File: config.mk
export PLATFORM = sky130hd
export DESIGN_NAME = pipe_stage_buf
export DESIGN_NICKNAME = d
export VERILOG_FILES = /design/src/rtl/pipe_stage_buf.sv
export SDC_FILE = /design/constraint.sdc
export NUM_CORES = 1
export LEC_CHECK = 0
export ABC_AREA = 1
export CORE_MARGIN = 4
export CORE_UTILIZATION = 50
export DETAILED_ROUTE_END_ITERATION = 8
export GPL_TIMING_DRIVEN = 0
export MAX_ROUTING_LAYER = met4
export PLACE_DENSITY = 0.78
export SYNTH_ARGS = -nofsm -noshare
export SYNTH_HDL_FRONTEND = slang
export SYNTH_SLANG_ARGS = --single-unit
File: constraint.sdc
create_clock -name clk -period 1.75 [get_ports clk]
set_clock_uncertainty 0.05 [all_clocks]
set_input_delay 0.175 -clock clk [delete_from_list [all_inputs] [get_ports clk]]
set_output_delay 0.175 -clock clk [all_outputs]
set_load 0.02 [all_outputs]
File: src/rtl/pipe_stage_buf.sv
//============================================================================
// Module      : pipe_stage_buf
// Description : Inter-stage pipeline register with valid/ready handshake,
//               optional two-entry skid buffer, flush and stall counter.
// Revision    : 1.0 - initial release
//============================================================================
`default_nettype none

module pipe_stage_buf #(
    parameter int DATA_W = 64,
    parameter int SKID   = 1,
    parameter int CNT_W  = 32
) (
    input  logic              clk,
    input  logic              rst_n,
    input  logic              flush_i,
    input  logic              in_valid_i,
    output logic              in_ready_o,
    input  logic [DATA_W-1:0] in_data_i,
    output logic              out_valid_o,
    input  logic              out_ready_i,
    output logic [DATA_W-1:0] out_data_o,
    output logic [1:0]        occupancy_o,
    output logic [CNT_W-1:0]  stall_cnt_o
);

    typedef enum logic [1:0] {
        ST_EMPTY = 2'd0,
        ST_ONE   = 2'd1,
        ST_FULL  = 2'd2
    } state_t;

    localparam logic [CNT_W-1:0] C_STALL_MAX = '1;

    state_t              r_state;
    logic [DATA_W-1:0]   r_main;
    logic [DATA_W-1:0]   r_skid;
    logic                r_out_valid;
    logic                r_in_ready;
    logic [CNT_W-1:0]    r_stall;

    logic                w_accept;
    logic                w_issue;

    // Registered ready only exists when the skid entry can absorb the
    // word already in flight; otherwise ready must look at downstream.
    generate
        if (SKID != 0) begin : g_skid
            assign in_ready_o = r_in_ready;
        end else begin : g_noskid
            assign in_ready_o = !r_out_valid | out_ready_i;
        end
    endgenerate

    assign w_accept    = in_valid_i & in_ready_o;
    assign w_issue     = r_out_valid & out_ready_i;
    assign out_valid_o = r_out_valid;
    assign out_data_o  = r_main;
    assign occupancy_o = r_state;
    assign stall_cnt_o = r_stall;

    always_ff @(posedge clk or negedge rst_n) begin
        if (!rst_n) begin
            r_state     <= ST_EMPTY;
            r_main      <= '0;
            r_skid      <= '0;
            r_out_valid <= 1'b0;
            r_in_ready  <= 1'b1;
        end else if (flush_i) begin
            r_state     <= ST_EMPTY;
            r_out_valid <= 1'b0;
            r_in_ready  <= 1'b1;
        end else begin
            case (r_state)
                ST_EMPTY: begin
                    if (w_accept) begin
                        r_main      <= in_data_i;
                        r_state     <= ST_ONE;
                        r_out_valid <= 1'b1;
                    end
                end
                ST_ONE: begin
                    if (w_accept && w_issue) begin
                        r_main <= in_data_i;
                    end else if (w_accept) begin
                        // Only reachable with SKID: no-skid ready implies issue here.
                        r_skid     <= in_data_i;
                        r_state    <= ST_FULL;
                        r_in_ready <= 1'b0;
                    end else if (w_issue) begin
                        r_state     <= ST_EMPTY;
                        r_out_valid <= 1'b0;
                    end
                end
                ST_FULL: begin
                    if (w_issue) begin
                        r_main     <= r_skid;
                        r_state    <= ST_ONE;
                        r_in_ready <= 1'b1;
                    end
                end
                default: begin
                    r_state     <= ST_EMPTY;
                    r_out_valid <= 1'b0;
                    r_in_ready  <= 1'b1;
                end
            endcase
        end
    end

    // Back-pressure counter keeps counting through flushes; only reset clears it.
    always_ff @(posedge clk or negedge rst_n) begin
        if (!rst_n) begin
            r_stall <= '0;
        end else if (r_out_valid && !out_ready_i && (r_stall != C_STALL_MAX)) begin
            r_stall <= r_stall + 1'b1;
        end
    end

endmodule

`default_nettype wire

==> summary.md <==
| Metric | Value |
|---|---|
| Final std cell area, no fill | 0.0110 mm^2 |
| Num CTS Buffers | 17 |
| Routed vias | 7583 |
| Core Footprint | roughly 0.016 mm^2 |
| Detail-routed via count per cell | a little over 5 |
| Post-synth EDFFs | 0 |
| Height of the die | 136 um |
| Synthesis-stage register bit count | 164 |
| Critical Path, Cell by Cell | clkdlybuf4s50_1 |
| GRT Total Usage | 0.251 |
| Worst reg2reg path depth | 7 |
| Dpl cells | approximately 1500 |
| RR Startpoint | occupancy_o[0] |
| Critical Path End Type | output pin |
| Hold Startpoint | in_data_i[52] |
| R2R Path End | out_data_o[3] |
| PortBufs | 168 |
| Max H-tree Level | 4 |
| CTS tree | built |
| Synth top area share | 0.498 |
| Slew Viols, Final | 0 |
| Largest net degree at the start of global routing | 91 |
| Buf/Inv on CP | 1 |
| Syn Nets | 1144 |
| CP startpoint kind | flop |
| Routed WL per cell | 14.7 um |
| Instance count on the critical path | 1 |
| Final HPWL DP | around 16 mm |
| Die area | between 0.015 and 0.02 mm^2 |
| Most frequent cells after synthesis | nand2_1 (384), dfrtp_1 (163), o21ai_0 (125) |
| Crit share post-route | 0.982 |
| Crit-path max FO | 4 |
| Synth warnings | 0 |
| Worst EP required | 1.52 ns |
| Worst Hold Class | in2reg |
| Hold endpoint | r_skid[52] |
| Number of remaining DRC errors | 0 |
| Clk sink count | 164 |
| Cells after Synth | 1074 |
| ANT nets after route | 0 |
| Layout Nets | 1344 |
| Proportion of layout cells with a drive suffix above 1 | 0.110 |
| Slowest cell on crit path | clkdlybuf4s50_1 |
| CP delay by family, top | buffers and inverters |
| TritonRoute pass-1 iters | 5 |
| VDD IR max | around 0.89 mV |
| Syn_area_per_cell | about 7.6 um^2 |
| Total wire length | 22.1 mm |
| Setup violators final | 0 |
| Sequential area share after synthesis | 0.502 |
| First-pass GRT wire length | 35.9 mm |
| Worst Hold Depth | 3 |
| Post-DP Area | slightly above 0.01 mm^2 |
| Grt total ovfl | 0 |
| Worst EP arrival | between 1 and 1.5 ns |
| Synth area leaders | dfrtp_1 (50%), nand2_1 (18%), o21ai_0 (7.6%) |
| Fin cells | 1505 |
| Leakage | 5.64 nW |
| Die W | roughly 140 um |
| Critical path class | reg2out |
| Max Cap Viol | 0 |
| Power per cell area | 1400 mW/mm^2 |
| Gpl congestion | around 0.94 |
| Initial DRC count | 377 |
| Post-Syn Area | ~0.0082 mm^2 |
| Initial antenna violation count | 3 |
| Worst skew pair latency | 0.42 ns |
| Post-synth top area cell | dfrtp_1 |
| Ys async rst share | 1.00 |
| CTS Buffer Depth | 2 |
| Minimum clock period | 1.72 ns |
| FMAX | 582 MHz |
| Vias in the first global route | 7356 |
| IO Count | 169 |
| Worst slew pin tran | 0.686 ns |
| Clock transition at path regs | 0.06 ns |
| Register-to-register setup slack | 0.06 ns |
| Setup slack after layout | roughly 0.031 ns |
| Status | complete, no violations |
| Initial core utilization | 0.513 |
| Post-synthesis to final-layout area growth | 34.5% |
| Post-synth top flop | dfrtp_1 |
| Top-count cell post-synth | nand2_1 |
| Max_slew headroom | 0.542 |
| CTS root buf | clkbuf_16 |
| DP Worst Slack | -0.208 ns |
| Fin Setup TNS | 0 ns |
| Worst path max stage delay | 0.65 ns |
| Row cnt | 46 |
| Synth unique cells | 33 |
| Final Hold Fails | 0 |
[repair_timing]
item,4_1_cts,5_1_grt
hold buffers,1,0
setup buffers,1,9
pin swaps,1,6
setup endpoints to repair,92,125
endpoints found under the hold margin,89,0
resized for setup,23,90
gates cloned,0,1
[worst reg2reg max path: stages, from the launching register on]
cell and delay (ns):
dfrtp_2 0.44, or2_1 0.24, inv_2 0.10, a21oi_4 0.10, buf_4 0.20, clkbuf_4 0.20, o21ai_0 0.16, nand2_1 0.07
[worst max-delay path by stage]
stage                     from  slack (ns)              end
3_3_place_gp             rst_n       -6.91   stall_cnt_o[0]
5_1_grt        stall_cnt_o[25]       -0.02  stall_cnt_o[30]
3_5_place_dp        in_valid_i       -0.21   out_data_o[24]
4_1_cts             in_ready_o       -0.05    out_data_o[7]
2_1_floorplan   stall_cnt_o[1]        0.02   stall_cnt_o[0]
6_report        stall_cnt_o[1]        0.03   stall_cnt_o[1]
[registers in the layout, summed over array words and instances, names as in the netlist]
register	count
occupancy_o	2
r_skid	64
stall_cnt_o	32
out_valid_o	1
in_ready_o	1
out_data_o	64
[metrics by stage]
stage,total power [mW],util,hold WS [ns]
floorplan,8.76,-,-0.171
global placement,11.2,0.636,0.411
detailed placement,11.3,0.638,0.192
CTS,15.3,0.678,0.262
global route,16.3,0.690,0.292
finish,15.4,0.690,0.273
[layout by cell type (no fill, tap or decap), drive strengths merged]
cell and count:
o31ai 1, bufinv 4, buf 57, nand4 2, nand3 22, and2 1
o21ai 132, diode 4, nand2 391, ha 1, o22ai 1, dlygate4sd2 16
dfrtp 163, clkinvlp 1, o211ai 1, clkinv 5, a21oi 67, dlymetal6s2s 12
clkbuf 28, inv 97, xor2 5, nor2 122, nor3 3, nand3b 3
or2 1, clkdlybuf4s50 139, xnor2 8, dlygate4sd3 1, dfstp 1
[layer usage]
layer  share of wire  vias up  global-route usage
met1            0.42     3530               0.309
li1                -     3761                   -
met2            0.48      238               0.397
met4           0.028        0              0.0924
met3           0.078       54              0.0722
met5               0        -                   -
[cell families after synthesis]
kind of cell,synth area share
and+or+nand+nor,0.272
AOI/OAI and AO/OA,0.127
xor gates and xnor gates,0.0139
buffers and inverters,0.0841
DFF,0.502
adders and majority gates,0.00153
[final cells by class]
type	instances	area, um^2
fill	1322	4940
tap	216	270
multi-input combinational	761	3470
timing repair buffer	180	1810
sequential	164	4120
clock buffer	20	457
inverter	97	364
antenna	4	10.0
buffer	53	353
clock inverter	10	156
[power by group]
group | switching, mW | leakage, nW | internal, mW
Sequential | 0.717 | 1.98 | 5.24
Combinational | 3.14 | 3.36 | 2.39
Clock | 1.48 | 0.302 | 2.44
Power figures use the tool's default switching activity.
